==> src/rtl/datapath_pkg.sv <==
// Shared definitions for the sequenced datapath.
// Contents: op-kind, ALU-op and shift codes; FSM state encoding; flag bit
// positions inside the {N, V, Z} status vector.
package datapath_pkg;

  localparam logic [1:0] OPK_ALU  = 2'd0;
  localparam logic [1:0] OPK_MOVI = 2'd1;
  localparam logic [1:0] OPK_CMP  = 2'd2;
  localparam logic [1:0] OPK_RSVD = 2'd3;

  localparam logic [1:0] ALUOP_ADD  = 2'd0;
  localparam logic [1:0] ALUOP_SUB  = 2'd1;
  localparam logic [1:0] ALUOP_AND  = 2'd2;
  localparam logic [1:0] ALUOP_NOTB = 2'd3;

  localparam logic [1:0] SHIFT_NONE = 2'd0;
  localparam logic [1:0] SHIFT_LSL1 = 2'd1;
  localparam logic [1:0] SHIFT_LSR1 = 2'd2;
  localparam logic [1:0] SHIFT_ASR1 = 2'd3;

  localparam int FLAG_Z = 0;
  localparam int FLAG_V = 1;
  localparam int FLAG_N = 2;

  typedef enum logic [2:0] {
    ST_IDLE = 3'd0,
    ST_RDA  = 3'd1,
    ST_RDB  = 3'd2,
    ST_EXEC = 3'd3,
    ST_WB   = 3'd4
  } state_e;

endpackage

==> src/rtl/datapath_seq_regfile.sv <==
// Parametrised register file: one synchronous write port, one
// combinational read port. Contents are deliberately not reset.
// Ports: clk; we/waddr/wdata write port; raddr -> rdata read port.
module regfile_param
  import datapath_pkg::*;
#(
  parameter int WIDTH = 16,
  parameter int NREGS = 8,
  localparam int RW = $clog2(NREGS)
) (
  input  logic             clk,
  input  logic             we,
  input  logic [RW-1:0]    waddr,
  input  logic [WIDTH-1:0] wdata,
  input  logic [RW-1:0]    raddr,
  output logic [WIDTH-1:0] rdata
);

  logic [WIDTH-1:0] mem_q [NREGS];

  // Register storage write port
  always_ff @(posedge clk) begin
    if (we) begin
      mem_q[waddr] <= wdata;
    end
  end

  assign rdata = mem_q[raddr];

endmodule

==> src/rtl/datapath_seq.sv <==
// Self-sequenced datapath: register file, A/B operand registers, shifter,
// ALU, result register C and {N, V, Z} flags. One op is accepted through a
// valid/ready handshake and stepped through RDA/RDB/EXEC/WB internally.
// Ports: clk, reset (sync, active-high); op_* request with op_ready;
// ext_* host register load (IDLE only); result (C), flags {N,V,Z}, done.
module datapath_seq
  import datapath_pkg::*;
#(
  parameter int WIDTH = 16,
  parameter int NREGS = 8,
  parameter int IMM_W = 5,
  localparam int RW = $clog2(NREGS)
) (
  input  logic             clk,
  input  logic             reset,
  input  logic             op_valid,
  output logic             op_ready,
  input  logic [1:0]       op_kind,
  input  logic [RW-1:0]    op_rn,
  input  logic [RW-1:0]    op_rm,
  input  logic [RW-1:0]    op_rd,
  input  logic [1:0]       op_aluop,
  input  logic [1:0]       op_shift,
  input  logic             op_asel,
  input  logic             op_bsel,
  input  logic [IMM_W-1:0] op_imm,
  input  logic             ext_write,
  input  logic [RW-1:0]    ext_num,
  input  logic [WIDTH-1:0] ext_data,
  output logic [WIDTH-1:0] result,
  output logic [2:0]       flags,
  output logic             done
);

  state_e           state_q, state_d;
  logic [WIDTH-1:0] a_q, a_d, b_q, b_d, c_q, c_d;
  logic [2:0]       flags_q, flags_d;
  logic             done_q, done_d, ready_q, ready_d;
  logic [1:0]       kind_q, kind_d, aluop_q, aluop_d, shift_q, shift_d;
  logic [RW-1:0]    rn_q, rn_d, rm_q, rm_d, rd_q, rd_d;
  logic             asel_q, asel_d, bsel_q, bsel_d;
  logic [IMM_W-1:0] imm_q, imm_d;

  logic             rf_we_s;
  logic [RW-1:0]    rf_waddr_s, rf_raddr_s;
  logic [WIDTH-1:0] rf_wdata_s, rf_rdata_s;
  logic [WIDTH-1:0] opa_s, opb_s;
  logic [WIDTH:0]   alu_s;

  function automatic logic [WIDTH-1:0] shift_b(input logic [WIDTH-1:0] b,
                                               input logic [1:0] mode);
    logic [WIDTH-1:0] r;
    case (mode)
      SHIFT_NONE: r = b;
      SHIFT_LSL1: r = {b[WIDTH-2:0], 1'b0};
      SHIFT_LSR1: r = {1'b0, b[WIDTH-1:1]};
      SHIFT_ASR1: r = {b[WIDTH-1], b[WIDTH-1:1]};
      default:    r = b;
    endcase
    return r;
  endfunction

  // Returns {V, result}; V only meaningful for ADD/SUB.
  function automatic logic [WIDTH:0] alu_f(input logic [WIDTH-1:0] a,
                                           input logic [WIDTH-1:0] b,
                                           input logic [1:0] op);
    logic [WIDTH-1:0] r;
    logic v;
    case (op)
      ALUOP_ADD: begin
        r = a + b;
        v = (a[WIDTH-1] == b[WIDTH-1]) && (r[WIDTH-1] != a[WIDTH-1]);
      end
      ALUOP_SUB: begin
        r = a - b;
        v = (a[WIDTH-1] != b[WIDTH-1]) && (r[WIDTH-1] != a[WIDTH-1]);
      end
      ALUOP_AND: begin
        r = a & b;
        v = 1'b0;
      end
      ALUOP_NOTB: begin
        r = ~b;
        v = 1'b0;
      end
      default: begin
        r = {WIDTH{1'b0}};
        v = 1'b0;
      end
    endcase
    return {v, r};
  endfunction

  // Operand selection and ALU evaluation from the A/B registers
  always_comb begin
    if (asel_q) begin
      opa_s = {WIDTH{1'b0}};
    end else begin
      opa_s = a_q;
    end
    if (bsel_q) begin
      opb_s = {{(WIDTH-IMM_W){1'b0}}, imm_q};
    end else begin
      opb_s = shift_b(b_q, shift_q);
    end
    alu_s = alu_f(opa_s, opb_s, aluop_q);
  end

  // Next-state, datapath-register and register-file port control
  always_comb begin
    state_d = state_q;
    a_d = a_q;
    b_d = b_q;
    c_d = c_q;
    flags_d = flags_q;
    done_d = 1'b0;
    kind_d = kind_q;
    aluop_d = aluop_q;
    shift_d = shift_q;
    rn_d = rn_q;
    rm_d = rm_q;
    rd_d = rd_q;
    asel_d = asel_q;
    bsel_d = bsel_q;
    imm_d = imm_q;
    rf_we_s = 1'b0;
    rf_waddr_s = rd_q;
    rf_wdata_s = c_q;
    // The single read port serves rn during RDA and rm during RDB.
    if (state_q == ST_RDB) begin
      rf_raddr_s = rm_q;
    end else begin
      rf_raddr_s = rn_q;
    end

    case (state_q)
      ST_IDLE: begin
        if (ext_write) begin
          rf_we_s = 1'b1;
          rf_waddr_s = ext_num;
          rf_wdata_s = ext_data;
        end else begin
          rf_we_s = 1'b0;
        end
        if (op_valid) begin
          kind_d = op_kind;
          aluop_d = op_aluop;
          shift_d = op_shift;
          rn_d = op_rn;
          rm_d = op_rm;
          rd_d = op_rd;
          asel_d = op_asel;
          bsel_d = op_bsel;
          imm_d = op_imm;
          case (op_kind)
            OPK_ALU, OPK_CMP: state_d = ST_RDA;
            OPK_MOVI: begin
              c_d = {{(WIDTH-IMM_W){op_imm[IMM_W-1]}}, op_imm};
              state_d = ST_WB;
            end
            default: done_d = 1'b1;
          endcase
        end else begin
          state_d = ST_IDLE;
        end
      end
      ST_RDA: begin
        a_d = rf_rdata_s;
        state_d = ST_RDB;
      end
      ST_RDB: begin
        b_d = rf_rdata_s;
        state_d = ST_EXEC;
      end
      ST_EXEC: begin
        flags_d[FLAG_Z] = (alu_s[WIDTH-1:0] == {WIDTH{1'b0}});
        flags_d[FLAG_N] = alu_s[WIDTH-1];
        flags_d[FLAG_V] = alu_s[WIDTH];
        if (kind_q == OPK_ALU) begin
          c_d = alu_s[WIDTH-1:0];
          state_d = ST_WB;
        end else begin
          done_d = 1'b1;
          state_d = ST_IDLE;
        end
      end
      ST_WB: begin
        rf_we_s = 1'b1;
        done_d = 1'b1;
        state_d = ST_IDLE;
      end
      default: state_d = ST_IDLE;
    endcase

    ready_d = (state_d == ST_IDLE);
  end

  // State and datapath registers with synchronous reset
  always_ff @(posedge clk) begin
    if (reset) begin
      state_q <= ST_IDLE;
      a_q <= {WIDTH{1'b0}};
      b_q <= {WIDTH{1'b0}};
      c_q <= {WIDTH{1'b0}};
      flags_q <= 3'b000;
      done_q <= 1'b0;
      ready_q <= 1'b1;
      kind_q <= 2'd0;
      aluop_q <= 2'd0;
      shift_q <= 2'd0;
      rn_q <= {RW{1'b0}};
      rm_q <= {RW{1'b0}};
      rd_q <= {RW{1'b0}};
      asel_q <= 1'b0;
      bsel_q <= 1'b0;
      imm_q <= {IMM_W{1'b0}};
    end else begin
      state_q <= state_d;
      a_q <= a_d;
      b_q <= b_d;
      c_q <= c_d;
      flags_q <= flags_d;
      done_q <= done_d;
      ready_q <= ready_d;
      kind_q <= kind_d;
      aluop_q <= aluop_d;
      shift_q <= shift_d;
      rn_q <= rn_d;
      rm_q <= rm_d;
      rd_q <= rd_d;
      asel_q <= asel_d;
      bsel_q <= bsel_d;
      imm_q <= imm_d;
    end
  end

  // Reset wins over any register-file write in the same cycle.
  regfile_param #(.WIDTH(WIDTH), .NREGS(NREGS)) u_rf (
    .clk   (clk),
    .we    (rf_we_s & ~reset),
    .waddr (rf_waddr_s),
    .wdata (rf_wdata_s),
    .raddr (rf_raddr_s),
    .rdata (rf_rdata_s)
  );

  assign op_ready = ready_q;
  assign result   = c_q;
  assign flags    = flags_q;
  assign done     = done_q;

endmodule

==> config.mk <==
export PLATFORM = sky130hd
export DESIGN_NAME = datapath_seq
export DESIGN_NICKNAME = d
export VERILOG_FILES = /design/src/rtl/datapath_pkg.sv /design/src/rtl/datapath_seq_regfile.sv /design/src/rtl/datapath_seq.sv
export SDC_FILE = /design/constraint.sdc
export NUM_CORES = 1
export LEC_CHECK = 0
export ABC_AREA = 1
export CORE_ASPECT_RATIO = 0.7
export CORE_MARGIN = 8
export CORE_UTILIZATION = 40
export DETAILED_ROUTE_END_ITERATION = 12
export PLACE_DENSITY = 0.69
export SYNTH_ARGS = -nofsm -noshare
export SYNTH_HDL_FRONTEND = slang
export SYNTH_HIERARCHICAL = 1
export SYNTH_SLANG_ARGS = --single-unit
==> constraint.sdc <==
create_clock -name clk -period 3.3 [get_ports clk]
set_input_delay 0.495 -clock clk [delete_from_list [all_inputs] [get_ports clk]]
set_output_delay 0.495 -clock clk [all_outputs]
set_load 0.01 [all_outputs]
==> metrics.md, run 1 <==
| Metric | Value |
|---|---|
| Slowest CP cell | ha_1 |
| Die H | roughly 160 um |
| Clock skew | roughly 0.012 ns |
| Detail Placement HPWL | 24700 um |
| Setup CP Type | reg -> reg |
| Met1 Use GR | approximately 28% |
| Final min period | around 3.1 ns |
| Wire per inst | between 15 and 20 um |
| Met2 Resource Use GR | about 28% |
| Hold Path Class | reg -> reg |
| Total Die Area | 35100 um^2 |
| Net Count, Synth | between 1500 and 2000 |
| Syn_area_per_cell | about 7.4 um^2 |
| Setup slack at placement | roughly 0.13 ns |
| Met3 Use GR | 3.63% |
| Synth warn | 6 |
| Most common flop cell mapped by yosys | edfxtp_1 |
| Clk pin slew, worst setup/hold paths | approximately 0.070 ns |
| Synth-to-layout area growth | 15.0% |
| First-pass GRT wire length | between 50000 and 60000 um |
| Combinational power share | between 20% and 30% |
| Vias in the first global route | 9670 |
| Flop and latch count out of synthesis | 206 |
| CP Launch Type | register |
| Most Crowded Layer GR | met1 |
| Total placed cells including tap cells | a little under 2000 |
| Detailed Routing Iterations Pass 1 | 5 |
| Maximum vdd drop | ~390 uV |
| Sw Pwr | around 2400 uW |
| Core area | ~29000 um^2 |
| Die Span X | around 220 um |
| CTS buffer count | 20 |
| Num rows | 52 |
| Register area share after synthesis | between 40 and 50% |
| Post-Layout Cell Count | between 2000 and 2500 |
| Share of cells above drive strength 1 | just over 6% |
| Slew margin rel. | approximately 26% |
| Sequential Power Share | roughly 40% |
| Worst hold slack | about 0.45 ns |
| Clk buf depth | 3 |
| Final Max Slew Viols | 0 |
| Pleak | roughly 0.0063 uW |
| Synth area leader | edfxtp_1 |
| Most frequent cell after synthesis | nand2_1 |
| Clock sinks | about 210 |
| Crit-path most repeated cell | nand3_1 |
| Effective utilization at floorplan | between 40% and 50% |
| Clock Latency Late Sink | around 0.49 ns |
| Critical Path Fanout Max | 10 |
| R2r setup slk | 0.18 ns |
| Required time of the critical path | ~3.7 ns |
| Netlist cell types | 39 |
| Switch share | around a third |
| Top cell type's share of synthesized area | ~33% |
| Post-synth EDFFs | 128 |
| Final Hold Viols | 0 |
| Initial antenna violation count | 0 |
| Worst setup EP type | register |
| Via density | just over 5 |
| Final worst path period share | 94.5% |
| Setup_tns | 0 ns |
| Top cells by area, synth | edfxtp_1, nand2_1, dfxtp_1, inv_1, nand3_1 |
| Arrival @ worst endpoint | roughly 3.6 ns |
| IO Count | 66 |
| Clock power share | between 30% and 40% |
| CTS tree | yes |
| Routed WL | 34200 um |
| Detail Route Antenna Nets | 0 |
| Post-route worst setup slack | approximately 0.18 ns |
| Outcome | finished, final reports clean |
| Total of max-cap violations | 0 |
| Total power | ~7300 uW |
| Pwr Density | roughly 550 nW/um^2 |
| Largest net degree at the start of global routing | 65 |
| Vias | roughly 10000 |
| Final net count | ~1700 |
| GR Util All Layers | between 10% and 20% |
| Fillers | 2807 |
| Achievable Freq | between 300 and 400 MHz |
| Async set or reset register ratio after synthesis | 0% |
| Setup-failing EPs final | 0 |
| PortBufs | 65 |
| Mapped Cells | approximately 1600 |
| Cell Area, Synth | ~12000 um^2 |
| Worst-Margin Slew | approximately 1.1 ns |
| CTS Root Cell | clkbuf_16 |
| P_int | 4940 uW |
| # H-tree levels | 1 |
| Post-synth top cells | nand2_1, inv_1, nand3_1 |
| Inserted Diodes | 0 |
| Gpl congestion | slightly below 1 |
| DRC Markers | 0 |
| GRT overflow | 0 |
| CP cell instances | buf_4 > nor2_4 > nand2_1 > o211ai_2 > nand2_1 > ha_1 > nand2_1 > nor2_1 > nand3_1 > nand2_2 > nand2_1 > nand3_1 > nand3_1 > nor2_1 > nand3_1 > nor2_1 > nand3_1 > a21oi_1 |
| Max incr delay on CP | approximately 0.41 ns |
| Initial DRC Count | 959 |
## metrics by stage
| stage | utilization [%] | area, um^2 |
|---|---|---|
| after floorplan | - | 11700 |
| after global placement | 44.2 | 12700 |
| after detailed placement | 44.2 | 12700 |
| after CTS | 46.6 | 13400 |
| after global routing | 46.7 | 13500 |
| final | 46.7 | 13500 |
## state kept, by name, summed over array words and instances (netlist names), 3 cells and up
signal,count
a_q,16
b_q,16
flags,3
imm_q,5
rd_q,3
result,16
rm_q,3
rn_q,3
state_q,3
u_rf/mem_q,128
## cells by family after synthesis
group | count (synthesis) | share of synthesized area [%]
xor+xnor | 3 | 0.225
simple gates | 756 | 26.6
buf+inv | 354 | 12.4
fa+ha+maj | 39 | 4.30
compound gates | 218 | 10.3
flops | 206 | 46.2
## power by group through the flow
stage	combinational, uW	sequential, uW	clock (uW)
floorplan	1370	3010	0
global placement	1950	3030	0
detailed placement	1940	3030	0
CTS	1960	2970	2400
global route	2240	2990	2520
finish	2000	2980	2360
## worst paths after layout
path | startpoint | to | cells after the start
setup reg to reg | shift_q[1]$_SDFFE_PP0P_ | flags[0]$_SDFFE_PP0P_ | 18
hold / removal | rd_q[2]$_SDFFE_PP0P_ | rd_q[2]$_SDFFE_PP0P_ | 2
setup / recovery | shift_q[1]$_SDFFE_PP0P_ | flags[0]$_SDFFE_PP0P_ | 18
hold reg to reg | rd_q[2]$_SDFFE_PP0P_ | rd_q[2]$_SDFFE_PP0P_ | 2
## placed cells by master, fill, tap and decap left out, types with 5 or more instances in the layout
master	count
clkbuf_16	21
a21oi_1	101
edfxtp_1	128
nand3_1	152
ha_1	35
clkbuf_1	8
inv_2	8
dfxtp_1	77
inv_1	284
a221oi_2	5
buf_4	31
nor2_2	5
nor2_1	91
o21ai_0	89
nand4_1	8
nand2_2	6
clkdlybuf4s50_1	65
nand2_1	481
## layout make-up
cell class                 instances  area [um^2]  share of cell area (%)
sequential                       206         5410                    40.2
multi-input combinational       1016         4890                    36.4
inverter                         293         1100                    8.18
timing repair buffer              97          903                    6.72
clock buffer                      33          611                    4.54
tap                              378          473                    3.52
clock inverter                     3         65.1                   0.484
## worst max-delay path, delay by kind of cell, from the launching register on
kind / cells / cell delay [ns]
AO/OA/AOI/OAI: 2 / 0.19
adder cells (fa/ha/maj): 1 / 0.41
buffers and inverters: 1 / 0.20
flip-flops: 1 / 0.37
AND/OR/NAND/NOR: 14 / 1.92
## metal layers
layer	part of all wire [%]	wire, um	up-vias
li1	-	-	5098
met1	48	16400	4769
met2	42	14300	396
met3	8.3	2860	41
met4	1.9	663	0
met5	0	0	-
## what timing repair did
action / CTS / global route
buffers inserted: 0 / 1
endpoints found under the setup margin: 0 / 3
resized for setup: 0 / 9
hold buffers: 0 / 0
(Power assumes the default switching activity.)
==> run 2, diff against run 1 <==
- RECOVER_POWER: default -> 25
- clock period: 3.3 -> 3.7 ns (I/O delays scaled with it)
==> metrics.md, run 2 (same netlist as run 1, synthesis figures left out) <==
| Metric | Value |
|---|---|
| Outcome | finished, final reports clean |
| Setup-failing EPs final | 0 |
| Metal-1 WL | between 15000 and 20000 um |
| CTS tree | yes |
| Hold Path Class | reg -> reg |
| Hold path depth | 2 |
| Initial antenna violation count | 0 |
| RSZ-0062 raised after global routing | no |
| GRT overflow | 0 |
| Initial DRC Count | approximately 960 |
| CP Launch Type | register |
| Clock Latency Late Sink | 0.51 ns |
| Detailed Routing Iterations Pass 1 | 6 |
| First-pass GRT wire length | 52100 um |
| Slowest CP cell | clkbuf_1 |
| Required time of the critical path | approximately 4 ns |
| Largest net degree at the start of global routing | a little under 60 |
| Inserted Diodes | 0 |
| Detail Placement HPWL | 24100 um |
| Post-Layout Cell Count | roughly 2000 |
| Fillers | about 2800 |
| Clk pin slew, worst setup/hold paths | 0.07 ns |
| Total Die Area | around 35000 um^2 |
| Gpl congestion | between 0.9 and 1 |
| Met2 wire len | between 10000 and 15000 um |
| Effective utilization at floorplan | 40.6% |
| Synth-to-layout area growth | 14.2% |
| Min-delay src | a_q[12]$_SDFFE_PP0P_ |
| Share of cells above drive strength 1 | under 10% |
| Routed WL | between 30000 and 40000 um |
| Vias in the first global route | between 9000 and 10000 |
| Worst-Margin Slew | between 1 and 1.5 ns |
| Pwr Density | about 490 nW/um^2 |
| Maximum vdd drop | ~300 uV |
| Pleak | about 0.0063 uW |
| R2R cell count | 9 |
| Commonest non-fill, non-tap cell in the layout | nand2_1 |
| IO Count | between 60 and 70 |
| CP cell instances | inv_2 > nor3_4 > clkbuf_1 > inv_1 > o31ai_2 > inv_2 > a21oi_2 > buf_4 > a21oi_1 |
| Via density | between 5 and 6 |
| Clk buf depth | 3 |
| Post-CTS resize count | 0 |
| Final min period | 3.18 ns |
| Final Hold Viols | 0 |
| Achievable Freq | 315 MHz |
| Wire per inst | around 17 um |
| Die H | between 150 and 200 um |
| Total power | roughly 6500 uW |
| Max incr delay on CP | ~0.73 ns |
| Vias | 10300 |
| Setup CP Type | reg -> reg |
| Final worst path period share | between 80 and 90% |
| Crit-path most repeated cell | inv_2 |
| CTS Hold Bufs | 0 |
| Final core occ | a little under half |
| Reg-to-Reg Start | state_q[1]$_SDFF_PP0_ |
| Most flop-heavy register | u_rf/mem_q |
| Final net count | 1711 |
| PortBufs | 65 |
| GR Util All Layers | 18.6% |
| Clock sinks | approximately 200 |
| Core area | 28800 um^2 |
| CTS buffer count | 19 |
| Arrival @ worst endpoint | between 3 and 4 ns |
| Post-CTS Setup Bufs | 0 |
| DRC Markers | 0 |
| Clock skew | ~0.029 ns |
| Max FFs per register | ~130 |
| Critical Path Fanout Max | 18 |
| CTS Root Cell | clkbuf_16 |
| Die Span X | roughly 220 um |
| # H-tree levels | 1 |
| Total of max-cap violations | 0 |
| Final Max Slew Viols | 0 |
| R2r setup slk | between 0.5 and 0.6 ns |
| Setup_tns | 0 ns |
| Detail Route Antenna Nets | 0 |
| Num rows | 52 |
| Worst setup EP type | register |
| Total placed cells including tap cells | between 1500 and 2000 |
| DR WL met3 | around 2500 um |
| Worst hold slack | 0.452 ns |
| Highest-count cells in the layout ignoring fill and taps | nand2_1, inv_1, nand3_1 |
| Slew margin rel. | about a fifth |
| Top Layer Used | met4 |
| R2R Path End | result[11]$_SDFFE_PP0P_ |
| Hold Path Sink | a_q[12]$_SDFFE_PP0P_ |
-- run 2: changes by cell type in the layout (fill, tap and decap cells not counted), moves of 3 or more --
cell	previous run	this run
clkdlybuf4s50_1	65	54
nand2_1	481	485
buf_4	31	20
nand2_2	6	2
dlygate4sd3_1	0	11
clkbuf_8	4	1
-- run 2: how the worst max path moves through the flow --
stage                     cells after the start                    start                          to
after floorplan                               9    state_q[2]$_SDFF_PP0_  u_rf/mem_q[7][0]$_DFFE_PP_
after global placement                       20  shift_q[1]$_SDFFE_PP0P_       flags[0]$_SDFFE_PP0P_
after detailed placement                     20  shift_q[1]$_SDFFE_PP0P_       flags[0]$_SDFFE_PP0P_
after CTS                                    20  shift_q[1]$_SDFFE_PP0P_       flags[0]$_SDFFE_PP0P_
after global routing                         19  shift_q[1]$_SDFFE_PP0P_       flags[0]$_SDFFE_PP0P_
final                                         9    state_q[1]$_SDFF_PP0_     result[11]$_SDFFE_PP0P_
-- run 2: stage by stage --
stage	setup slack [ns]	area, um^2
3_3_place_gp	0.471	12700
4_1_cts	0.392	13400
2_1_floorplan	1.18	11700
3_5_place_dp	0.424	12700
5_1_grt	0.219	13400
6_report	0.524	13400
-- run 2: area by class of cell --
type / instances / area [um^2] / share of cell area, %
inverter: 293 / 1100 / 8.23
clock buffer: 24 / 504 / 3.77
clock inverter: 10 / 154 / 1.15
multi-input combinational: 1016 / 4870 / 36.4
tap: 378 / 473 / 3.54
timing repair buffer: 91 / 856 / 6.41
sequential: 206 / 5410 / 40.5
-- run 2: critical path: cells and delay by family (launching register included) --
kind,cells,cell delay (ns)
compound gates,3,0.63
buf+inv,5,1.88
flops,1,0.37
simple gates,1,0.14
-- run 2: per-layer routing --
metal  track usage, %  up-vias
met5                0        -
met4             3.47        0
met3             2.90       43
met2             27.4      366
met1             28.4     4767
li1                 -     5083
-- run 2: power breakdown --
part / switching (uW) / internal (uW)
clock network: 864 / 1250
logic: 1220 / 538
registers: 62.4 / 2590
total: 2140 / 4380
